File: src/rtl/mem_port_initiator.sv
// CPU-side initiator for the cache/DDR2 memory handshake.
// Serves one load/store at a time; byte/half stores are done as read-modify-write.
module mem_port_initiator #(
  parameter int unsigned ADDR_W  = 27,
  parameter int unsigned GAP     = 1,
  parameter int unsigned TIMEOUT = 4095
) (
  input  logic              clk,
  input  logic              rstn,
  input  logic              req_valid,
  output logic              req_ready,
  input  logic              req_we,
  input  logic [1:0]        req_size,
  input  logic              req_unsigned,
  input  logic [31:0]       req_addr,
  input  logic [31:0]       req_wdata,
  output logic              rsp_valid,
  output logic [31:0]       rsp_rdata,
  output logic              rsp_err,
  output logic [ADDR_W-1:0] addr,
  output logic [31:0]       write_data,
  output logic              read_or_write,
  output logic              memory_sig,
  input  logic [31:0]       read_data,
  input  logic              finish
);

  localparam int unsigned      CNT_MAX  = (TIMEOUT > GAP) ? TIMEOUT : GAP;
  localparam int unsigned      CNT_W    = $clog2(CNT_MAX + 1);
  localparam logic [CNT_W-1:0] TO_LAST  = CNT_W'(TIMEOUT - 1);
  localparam logic [CNT_W-1:0] GAP_LAST = CNT_W'(GAP - 1);
  localparam logic [31:0]      HI_MASK  = (ADDR_W >= 32) ? 32'h0 : ~((32'h1 << ADDR_W) - 32'h1);

  typedef enum logic [2:0] {
    S_IDLE, S_RD, S_WR, S_RMW_RD, S_MERGE, S_RMW_WR, S_GAP, S_RESP
  } state_t;

  state_t             r_state;
  logic               r_req_ready;
  logic               r_rsp_valid;
  logic [31:0]        r_rsp_rdata;
  logic               r_rsp_err;
  logic               r_mem_sig;
  logic               r_rw;
  logic [ADDR_W-1:0]  r_addr;
  logic [31:0]        r_wr_data;
  logic [CNT_W-1:0]   r_cnt;
  logic               r_we;
  logic [1:0]         r_size;
  logic               r_unsigned;
  logic [1:0]         r_lane;
  logic [15:0]        r_wdata;
  logic               r_err;
  logic [31:0]        r_rdword;

  logic               w_accept;
  logic               w_bad;
  logic               w_timeout;
  logic [7:0]         w_byte;
  logic [15:0]        w_half;
  logic [31:0]        w_load;
  logic [31:0]        w_merged;

  assign req_ready     = r_req_ready;
  assign rsp_valid     = r_rsp_valid;
  assign rsp_rdata     = r_rsp_rdata;
  assign rsp_err       = r_rsp_err;
  assign addr          = r_addr;
  assign write_data    = r_wr_data;
  assign read_or_write = r_rw;
  assign memory_sig    = r_mem_sig;

  assign w_accept  = req_valid && r_req_ready;
  assign w_bad     = (req_size == 2'd3)
                  || ((req_size == 2'd1) && req_addr[0])
                  || ((req_size == 2'd2) && (req_addr[1:0] != 2'b00))
                  || ((req_addr & HI_MASK) != 32'h0);
  assign w_timeout = (TIMEOUT != 0) && (r_cnt == TO_LAST);

  // Lane extraction for loads and lane merge for sub-word stores.
  always_comb begin
    w_byte   = r_rdword[{r_lane, 3'b000} +: 8];
    w_half   = r_rdword[{r_lane[1], 4'b0000} +: 16];
    w_load   = r_rdword;
    if (r_size == 2'd0) begin
      w_load = r_unsigned ? {24'h0, w_byte} : {{24{w_byte[7]}}, w_byte};
    end else if (r_size == 2'd1) begin
      w_load = r_unsigned ? {16'h0, w_half} : {{16{w_half[15]}}, w_half};
    end
    w_merged = r_rdword;
    if (r_size == 2'd0) begin
      w_merged[{r_lane, 3'b000} +: 8] = r_wdata[7:0];
    end else begin
      w_merged[{r_lane[1], 4'b0000} +: 16] = r_wdata;
    end
  end

  always_ff @(posedge clk or negedge rstn) begin
    if (!rstn) begin
      r_state     <= S_IDLE;
      r_req_ready <= 1'b0;
      r_rsp_valid <= 1'b0;
      r_rsp_rdata <= 32'h0;
      r_rsp_err   <= 1'b0;
      r_mem_sig   <= 1'b0;
      r_rw        <= 1'b1;
      r_addr      <= '0;
      r_wr_data   <= 32'h0;
      r_cnt       <= '0;
      r_we        <= 1'b0;
      r_size      <= 2'd0;
      r_unsigned  <= 1'b0;
      r_lane      <= 2'd0;
      r_wdata     <= 16'h0;
      r_err       <= 1'b0;
      r_rdword    <= 32'h0;
    end else begin
      r_rsp_valid <= 1'b0;
      case (r_state)
        S_IDLE: begin
          r_req_ready <= !w_accept;
          if (w_accept) begin
            r_we       <= req_we;
            r_size     <= req_size;
            r_unsigned <= req_unsigned;
            r_lane     <= req_addr[1:0];
            r_wdata    <= req_wdata[15:0];
            r_err      <= w_bad;
            if (w_bad) begin
              // Rejected requests never touch the memory port.
              r_state     <= S_RESP;
              r_rsp_valid <= 1'b1;
              r_rsp_err   <= 1'b1;
              r_rsp_rdata <= 32'h0;
            end else begin
              r_addr    <= {req_addr[ADDR_W-1:2], 2'b00};
              r_mem_sig <= 1'b1;
              r_cnt     <= '0;
              if (!req_we) begin
                r_state <= S_RD;
              end else if (req_size == 2'd2) begin
                r_state   <= S_WR;
                r_rw      <= 1'b0;
                r_wr_data <= req_wdata;
              end else begin
                r_state <= S_RMW_RD;
              end
            end
          end
        end
        S_RD, S_RMW_RD, S_WR, S_RMW_WR: begin
          // Finish wins over a timeout landing in the same cycle.
          if (finish || w_timeout) begin
            r_mem_sig <= 1'b0;
            r_rw      <= 1'b1;
            r_cnt     <= '0;
            if (finish && r_rw) r_rdword <= read_data;
            if (finish && (r_state == S_RMW_RD)) begin
              r_state <= S_MERGE;
            end else begin
              r_state <= S_GAP;
              r_err   <= !finish;
            end
          end else begin
            r_cnt <= r_cnt + CNT_W'(1);
          end
        end
        S_MERGE: begin
          r_wr_data <= w_merged;
          r_rw      <= 1'b0;
          r_mem_sig <= 1'b1;
          r_cnt     <= '0;
          r_state   <= S_RMW_WR;
        end
        S_GAP: begin
          if (r_cnt == GAP_LAST) begin
            r_state     <= S_RESP;
            r_rsp_valid <= 1'b1;
            r_rsp_err   <= r_err;
            r_rsp_rdata <= (!r_we && !r_err) ? w_load : 32'h0;
            r_cnt       <= '0;
          end else begin
            r_cnt <= r_cnt + CNT_W'(1);
          end
        end
        S_RESP: begin
          r_state     <= S_IDLE;
          r_req_ready <= 1'b1;
        end
        default: r_state <= S_IDLE;
      endcase
    end
  end

endmodule
File: config.mk
export PLATFORM = sky130hd
export DESIGN_NAME = mem_port_initiator
export DESIGN_NICKNAME = d
export VERILOG_FILES = /design/src/rtl/mem_port_initiator.sv
export SDC_FILE = /design/constraint.sdc
export NUM_CORES = 1
export LEC_CHECK = 0
export ABC_AREA = 1
export ABC_CLOCK_PERIOD_IN_PS = 2950
export BUFFER_PORTS_ARGS = -buffer_cell sky130_fd_sc_hd__buf_2
export CAP_MARGIN = 20
export CORE_MARGIN = 3
export CORE_UTILIZATION = 55
export DETAILED_ROUTE_END_ITERATION = 7
export GPL_TIMING_DRIVEN = 0
export HOLD_SLACK_MARGIN = 0.12
export MAX_ROUTING_LAYER = met4
export PLACE_DENSITY = 0.91
export SYNTH_ARGS = -nofsm -noshare
export SYNTH_HDL_FRONTEND = slang
export SYNTH_SLANG_ARGS = --single-unit
export TNS_END_PERCENT = 10
File: constraint.sdc
create_clock -name clk -period 2.95 [get_ports clk]
set_input_delay 0.59 -clock clk [delete_from_list [all_inputs] [get_ports clk]]
set_output_delay 0.59 -clock clk [all_outputs]
set_load 0.02 [all_outputs]
==> results of run 1 <==
==> cell usage after synthesis <==
cell      number  share of area, %
nand2_1      449                18
dfrtp_1      163                45
inv_1        127               5.2
nor2_1       124               5.1
o21ai_0      111               6.1
nand3_1       69               3.8
clkbuf_1      48               2.0
a21oi_1       47               2.6
o211ai_1      46               3.8
o21ai_1       20               1.1
nand4_1       16               1.1
mux2_2        14               1.7
buf_2         13              0.71
ha_1           8               1.1
inv_2          4              0.16
xor2_1         4              0.38
buf_1          3              0.12
buf_4          2              0.16
buf_6          2              0.25
clkinv_1       2             0.082
nand2_2        2              0.14
nor2_2         2              0.14
nor2_4         2              0.25
o21bai_1       2              0.16
and3_1         1             0.068
conb_1         1             0.041
dfstp_2        1              0.29
nand3_2        1              0.11
nand3b_1       1             0.082
nor3_1         1             0.055
nor3_4         1              0.18
or2_2          1             0.068
==> critical path, delay by kind of cell (launching register included) <==
family / cells / cell delay, ns
fa+ha+maj: 1 / 0.20
buf+inv: 4 / 0.93
flops: 1 / 0.41
simple gates: 7 / 1.05
==> kinds of logic (layout without fill, tap and decap cells) <==
logic type      count (synthesis)  count (layout)  synth area share, %
compound gates                226             226                 13.7
xor+xnor                        4               4                0.383
fa+ha+maj                       8               8                 1.10
buf+inv                       201             429                 8.68
flops                         164             164                 44.9
mux                            14              14                 1.72
other cells                     1               5               0.0410
simple gates                  670             670                 29.5
==> metrics by stage <==
stage	cells	total power, W	setup slack (ns)	TNS [ns]	hold slack, ns
after floorplan	1289	0.00809	0.634	0	0.294
after global placement	1702	0.00998	-1.16	-188.28	0.458
after detailed placement	1703	0.0102	-0.206	-1.14	0.460
after CTS	1734	0.0124	0.113	0	0.133
after global routing	1736	0.0134	0.0629	0	0.140
final	1736	0.0125	0.295	0	0.108
==> cell usage in the layout (no fill, tap or decap), drive strengths merged, types with 3 or more instances in the layout <==
cell / synthesis / routed
mux2: 14 / 14
clkbuf: 48 / 65
a21oi: 47 / 47
nand4: 16 / 16
clkinvlp: 0 / 4
nor2: 128 / 128
buf: 20 / 218
inv: 131 / 134
o211ai: 46 / 46
diode: 0 / 3
clkinv: 2 / 7
nand3: 70 / 70
xor2: 4 / 4
o21ai: 131 / 131
dfrtp: 163 / 163
nand2: 451 / 451
ha: 8 / 8
==> registers in the layout, indices dropped and copies added, names as in the netlist <==
| name | cells |
|---|---|
| rsp_rdata | 32 |
| write_data | 32 |
| read_or_write | 1 |
| rsp_valid | 1 |
| r_we | 1 |
| addr | 25 |
| r_state | 3 |
| req_ready | 1 |
| r_wdata | 16 |
| rsp_err | 1 |
| r_cnt | 12 |
| r_unsigned | 1 |
| r_lane | 2 |
| r_err | 1 |
| r_rdword | 32 |
| r_size | 2 |
| memory_sig | 1 |
==> cell type report <==
type / count / share of cell area, %
Timing Repair Buffer: 198 / 9.29
Inverter: 133 / 4.53
Sequential cell: 164 / 37.3
Antenna cell: 3 / 0.0681
Clock buffer: 18 / 3.99
Multi-Input combinational cell: 924 / 38.6
Tap cell: 216 / 2.45
Clock inverter: 13 / 1.15
Buffer: 67 / 2.66
==> layer usage <==
metal	GRT usage (%)	wire, um
met5	-	0
met4	11.7	954
met3	6.52	2530
met2	51.9	13800
met1	41.8	11600
==> power groups by stage <==
stage / combinational, W / sequential (W) / clock (W)
after floorplan: 0.00385 / 0.00425 / 0
after global placement: 0.00605 / 0.00393 / 0
after detailed placement: 0.00621 / 0.00395 / 0
after CTS: 0.00628 / 0.00392 / 0.00217
after global routing: 0.00703 / 0.00404 / 0.00228
final: 0.00636 / 0.00397 / 0.00217
==> timing repair <==
item,4_1_cts,5_1_grt
gates resized for setup,2,3
cloned,0,0
setup endpoints to repair,8,24
==> final timing paths <==
path | to | cells past startpoint | slack (ns)
max | write_data[23] | 12 | 0.29
min | addr[21] | 1 | 0.11
max reg2reg | write_data[23] | 12 | 0.29
min reg2reg | write_data[16] | 2 | 0.48
max in group asynchronous | r_wdata[12] | 2 | 1.98
min in group clk | addr[22] | 3 | 0.37
==> flow_metrics.tcl, run 1 <==
set metrics [dict create \
    status "completed" \
    ant_nets 0 \
    synth.yosys.seq_area_share_pct 44.9 \
    core_um2 16100 \
    antenna_found_initial 3 \
    max_freq_mhz 377 \
    setup_violations 0 \
    final_util_pct 68.6 \
    firstDrtPassIters 6 \
    cts_setup_buffers 0 \
    hold_violations 0 \
    cts_root_buffer "clkbuf_16" \
    hold_class "primary input to async pin" \
    dpl_cell_area_um2 10400 \
    drive_above_1_share_pct 18.3 \
    num_io_pins 200 \
    netlist_instances 1288 \
    netlist-cell-type-count 32 \
    cts_buffers 17 \
    avgViaCountPerCell 5.54 \
    area_growth_pct 20.5 \
    rsz0062_at_grt "no" \
    layout.nets 1617 \
    clock-sinks 164 \
    layout_min_cycle_time_ns 2.66 \
    slew_headroom_pct 57.4 \
    grt_util_all_layers_pct 32.6 \
    crit_path_frequent_cell "nand2_1" \
    p_per_area_nw_per_um2 1130 \
    peakVddDrop_uv 591 \
    seq_area_um2 4110 \
    switchingPower_w 0.00618 \
    post_drt_wl_per_cell_um 16.6 \
    dp.final_hpwl_um 21700 \
    ctsHtreeMaxLevel 4 \
    synth-seq-cells 164 \
    grt_pass1_wl_um 45400 \
    finalInstanceArea_um2 11000 \
    seqPwrFrac_pct 31.8 \
    grt_max_degree 91 \
    clk_pin_slew_ns 0.07 \
    gr-total-overflow 0 \
    fin_skew_ns 0.0112 \
    cpPeakStageDelay_ns 0.47 \
    io_buffers 197 \
    vias 9626 \
    r2r-start "r_lane[0]" \
    cap_violations 0 \
    die_w_um 135 \
    cp-end-kind "flip-flop" \
    p_leak_nw 5.69 \
    rows 46 \
    drv_slew 0 \
    clockBufferDepth 2 \
    synth_area_per_cell_um2 7.10 \
    die_h_um 135 \
    criticalPathCategory "flip-flop to flip-flop" \
    cts_hold_buf 0 \
    swShare_pct 49.4 \
    worst_slew_pin_slew_ns 0.637 \
    power_frac_comb_pct 50.9 \
    crit_chain "clkbuf_2 -> inv_1 -> clkbuf_2 -> ha_1 -> clkinv_1 -> nor2_1 -> nand4_1 -> nand2_1 -> nand3_1 -> nand2_1 -> nand2_1 -> nand2_1" \
    cp-start-kind "flip-flop" \
    intPower_w 0.00632 \
    routed_wl_um 28900 \
    multi_input_area_um2 4250 \
    remaining_drc_errors 0 \
    yosysWarnings 0 \
    worstPathRequired_ns 3.32 \
    syn_area_um2 9140 \
    fin_crit_sh_pct 90.0 \
    start_util_pct 56.9 \
    clkPwrFrac_pct 17.3 \
    first_global_vias 9086 \
    fillCellCount 1320 \
    worstPathArrival_ns 3.03 \
    startpoint "r_lane[0]" \
    gp_congestion 0.999 \
    drtIter0Drc 1237 \
    critPathMaxFanout 12 \
    cts_tree "yes" \
    slowest_stage "nor2_1" \
    dieArea_um2 18200 \
    worstSkewPairLatency_ns 0.44 \
]
Note: power is estimated with default switching activity, not from simulation.
==> run 2, diff against run 1 <==
--- a/config.mk
+++ b/config.mk
@@ -7,8 +7,7 @@
 export LEC_CHECK = 0
 export ABC_AREA = 1
 export ABC_CLOCK_PERIOD_IN_PS = 2950
-export BUFFER_PORTS_ARGS = -buffer_cell sky130_fd_sc_hd__buf_2
-export CAP_MARGIN = 20
+export BUFFER_PORTS_ARGS = -buffer_cell sky130_fd_sc_hd__buf_4
 export CORE_MARGIN = 3
 export CORE_UTILIZATION = 55
 export DETAILED_ROUTE_END_ITERATION = 7
==> flow_metrics.tcl, run 2 (same netlist as run 1, synthesis figures left out) <==
set metrics [dict create \
    status "completed" \
    cap_violations 0 \
    die_h_um 135 \
    tns_ns 0 \
    diodes 0 \
    cts_hold_buf 0 \
    worst_slew_pin_slew_ns 0.708 \
    firstDrtPassIters 8 \
    cts_tree "yes" \
    drive_above_1_share_pct 18.2 \
    first_global_vias 9264 \
    cp-end-kind "flip-flop" \
    cp-start-kind "flip-flop" \
    cts_buffers 17 \
    routed_wl_um 29300 \
    layout_min_cycle_time_ns 2.74 \
    clock-sinks 164 \
    core_um2 16100 \
    post_drt_wl_per_cell_um 16.9 \
    dpl_cell_area_um2 10900 \
    io_buffers 197 \
    hold_class "primary input to async pin" \
    top_layer_used "met4" \
    clk_pin_slew_ns 0.06 \
    layout_commonest_cell "nand2_1" \
    grt_util_all_layers_pct 33.2 \
    grt_pass1_wl_um 46400 \
    fin_skew_ns 0.00966 \
    fillCellCount 1240 \
    clockBufferDepth 2 \
    worstPathRequired_ns 3.27 \
    dr_wl_met2_um 13900 \
    finalPower_w 0.0131 \
    p_leak_nw 5.89 \
    ctsHtreeMaxLevel 4 \
    multi_input_area_um2 4250 \
    wl_met1_um 11500 \
    grt_max_degree 94 \
    dp.final_hpwl_um 21900 \
    num_io_pins 200 \
    criticalPathCategory "flip-flop to flip-flop" \
    cts_setup_buffers 0 \
    mostFrequentLayoutCells "nand2_1 (449), buf_4 (198), dfrtp_1 (163)" \
    avgViaCountPerCell 5.56 \
    start_util_pct 56.9 \
    rows 46 \
    dieArea_um2 18200 \
    antenna_found_initial 0 \
    area_growth_pct 26.8 \
    slew_headroom_pct 52.6 \
    finalInstanceArea_um2 11600 \
    worstPathArrival_ns 3.06 \
    gr-total-overflow 0 \
    peakVddDrop_uv 600 \
    fin_hold_ws_ns 0.106 \
    worstSkewPairLatency_ns 0.43 \
    final_util_pct 72.2 \
    drv_slew 0 \
    fin_crit_sh_pct 92.9 \
    rsz0062_at_grt "no" \
    cts_root_buffer "clkbuf_16" \
    layout.nets 1617 \
    drtIter0Drc 1103 \
    critPathMaxFanout 12 \
    seq_area_um2 4110 \
    wl_met3_um 2910 \
    ant_nets 0 \
    p_per_area_nw_per_um2 1130 \
    ctsResizeCount 2 \
    remaining_drc_errors 0 \
    setup_violations 0 \
    hold_violations 0 \
    die_w_um 135 \
    max_freq_mhz 365 \
    vias 9632 \
    gp_congestion 1.01 \
]
[run 2: power by group]
part	leakage [nW]	switching [W]	internal (W)
Combinational	3.62	0.00438	0.00228
Clock	0.319	0.000917	0.00155
Sequential	1.95	0.000877	0.00313
[run 2: through the flow]
| stage | worst slack [ns] | instances |
|---|---|---|
| after global placement | -0.118 | 1702 |
| final | 0.211 | 1733 |
| after floorplan | 0.634 | 1289 |
| after detailed placement | -0.224 | 1703 |
| after CTS | 0.103 | 1734 |
| after global routing | 0.0109 | 1733 |
[run 2: area by class of cell]
cell class,count,area share [%]
Buffer,67,2.53
Clock buffer,24,4.42
Clock inverter,7,1.22
Inverter,133,4.31
Multi-Input combinational cell,924,36.7
Sequential cell,164,35.4
Tap cell,216,2.33
Timing Repair Buffer,198,13.1
[run 2: worst paths after layout]
check	slack (ns)	depth (start not counted)	endpoint	startpoint
worst max-delay path	0.21	11	write_data[31]	r_lane[0]
worst min-delay path	0.11	1	addr[21]	rstn
worst max register to register	0.21	11	write_data[31]	r_lane[0]
worst min register to register	0.48	2	write_data[16]	write_data[16]
max in group asynchronous	1.97	2	r_rdword[9]	rstn
min in group clk	0.38	3	r_wdata[9]	req_wdata[9]
[run 2: metal layers]
layer / GRT usage (%) / up-vias
li1: - / 4525
met1: 42.6 / 4475
met2: 52.3 / 537
met3: 6.45 / 95
met4: 13.1 / 0
met5: - / -
[run 2: critical path: stages, from the launching register on]
cell and delay, ns:
dfrtp_1 0.41, clkbuf_2 0.20, inv_1 0.22, clkbuf_2 0.33, ha_1 0.30, clkinv_1 0.31, nand3_1 0.37, o21ai_0 0.17
o211ai_1 0.13, nand2_1 0.07, nand2_1 0.06, nand2_1 0.05
==> run 3, diff against run 2 <==
--- a/config.mk
+++ b/config.mk
@@ -15,6 +15,7 @@
 export HOLD_SLACK_MARGIN = 0.12
 export MAX_ROUTING_LAYER = met4
 export PLACE_DENSITY = 0.91
+export REMOVE_ABC_BUFFERS = 1
 export SYNTH_ARGS = -nofsm -noshare
 export SYNTH_HDL_FRONTEND = slang
 export SYNTH_SLANG_ARGS = --single-unit
==> flow_metrics.tcl, run 3 (same netlist as run 1, synthesis figures left out) <==
set metrics [dict create \
    status "completed" \
    dieArea_um2 18200 \
    clockBufferDepth 2 \
    layout_setup_ws_ns 0.0570 \
    p_leak_nw 5.86 \
    io_buffers 197 \
    finalInstanceArea_um2 11600 \
    slew_headroom_pct 30.3 \
    die_w_um 135 \
    clock-sinks 164 \
    criticalPathCategory "flip-flop to flip-flop" \
    clk_pin_slew_ns 0.06 \
    vias 9589 \
    diodes 0 \
    rsz0062_at_grt "yes" \
    grt_max_degree 119 \
    start_util_pct 56.9 \
    worstPathArrival_ns 3.16 \
    place_ws_ns -0.937 \
    grt_util_all_layers_pct 31.4 \
    rows 46 \
    hold_violations 0 \
    setup_violations 0 \
    r2r_setup_slack_ns 0.06 \
    firstDrtPassIters 6 \
    fillCellCount 1220 \
    gp_congestion 0.934 \
    antenna_found_initial 0 \
    dp.final_hpwl_um 18700 \
    cp-end-kind "flip-flop" \
    cap_violations 0 \
    layout_min_cycle_time_ns 2.89 \
    cts_root_buffer "clkbuf_16" \
    r2r_end "rsp_rdata[4]" \
    fin_crit_sh_pct 98.1 \
    die_h_um 135 \
    routed_wl_um 28900 \
    remaining_drc_errors 0 \
    avgViaCountPerCell 5.69 \
    max_freq_mhz 346 \
    cp-start-kind "flip-flop" \
    worst_slew_pin_slew_ns 1.04 \
    cts_tree "yes" \
    hold_class "primary input to flip-flop" \
    drtIter0Drc 1214 \
    endpoint "rsp_rdata[4]" \
    seq_area_um2 4110 \
    ant_nets 0 \
    mostFrequentLayoutCells "nand2_1 (447), buf_4 (204), dfrtp_1 (161)" \
    area_growth_pct 26.7 \
    core_um2 16100 \
    gr-total-overflow 0 \
    cts_buffers 17 \
    worstPathRequired_ns 3.22 \
    drive_above_1_share_pct 19.6 \
    r2r-start "r_state[0]" \
    layout.nets 1568 \
    drv_slew 0 \
    p_per_area_nw_per_um2 1160 \
    peakVddDrop_uv 798 \
    first_global_vias 8964 \
    grt_pass1_wl_um 44600 \
    num_io_pins 200 \
    dpl_cell_area_um2 10700 \
    fin_skew_ns 0.0102 \
    startpoint "r_state[0]" \
    ff2ff_path_depth 8 \
    layout_commonest_cell "nand2_1" \
    ctsHtreeMaxLevel 4 \
    post_drt_wl_per_cell_um 17.1 \
    worstSkewPairLatency_ns 0.44 \
    critPathMaxFanout 37 \
    multi_input_area_um2 4310 \
]
## run 3: cell types whose count changed in the layout (fill, tap and decap cells not counted), moves of 3 or more
cell,change
clkbuf_1,-45
buf_2,-13
buf_4,+6
nor2_2,+5
clkinvlp_4,+4
buf_1,-3
buf_12,+3
clkbuf_8,-3
inv_1,-3
nor2_1,-3
## run 3: through the flow
stage	total power (W)	instances	util [%]	hold WS, ns	setup TNS [ns]
detailed placement	0.0103	1639	66.8	0.466	-58.51
CTS	0.0130	1672	71.3	0.365	-0.0104
floorplan	0.00788	1221	-	0.294	-4.69
finish	0.0134	1685	72.1	0.368	0
global placement	0.00991	1634	66.0	0.461	-106.00
global route	0.0142	1685	72.1	0.378	-0.311
## run 3: critical path, stage by stage, from the launching register on
cell and delay (ns):
dfrtp_1 0.46, nor2_2 0.27, nand2_2 0.21, nor2_4 0.55, nand2_1 0.20, nand2_4 0.33, inv_2 0.36, nand2_1 0.19
o21ai_0 0.14
## run 3: final cells by class
class / instances / share of cell area, %
inverters: 133 / 4.41
clock inverters: 11 / 1.89
repair buffers: 212 / 14.6
flip-flops and latches: 164 / 35.5
repair inverters: 2 / 0.108
well taps: 216 / 2.33
clock buffers: 21 / 4.06
multi-input cells: 926 / 37.2
## run 3: power breakdown
part	leakage (nW)	switching, W	internal [W]	total (W)
clock network	0.335	0.000941	0.00166	0.00260
registers	1.95	0.000883	0.00314	0.00402
logic	3.57	0.00441	0.00234	0.00676
total	5.86	0.00624	0.00715	0.0134
## run 3: repair_timing
action,4_1_cts,5_1_grt
endpoints found under the hold margin,45,0
endpoints found under the setup margin,90,89
setup buffers,0,9
cloned,0,4
hold buffers,1,0
gates resized for setup,7,7
pin swaps,0,2
## run 3: how the worst min path moves through the flow
stage / to / cells past startpoint / from / slack, ns
2_1_floorplan: addr[10] / 0 / rstn / 0.29
3_3_place_gp: memory_sig / 2 / memory_sig / 0.46
3_5_place_dp: memory_sig / 2 / memory_sig / 0.47
4_1_cts: r_wdata[15] / 3 / req_wdata[15] / 0.36
5_1_grt: r_wdata[5] / 3 / req_wdata[5] / 0.38
6_report: r_wdata[15] / 3 / req_wdata[15] / 0.37
## run 3: metal layers
layer / vias up / track usage (%) / part of all wire (%)
li1: 4443 / - / -
met1: 4378 / 38.7 / 38
met2: 636 / 49.9 / 47
met3: 132 / 7.04 / 10
met4: 0 / 14.3 / 4.8
met5: - / - / 0
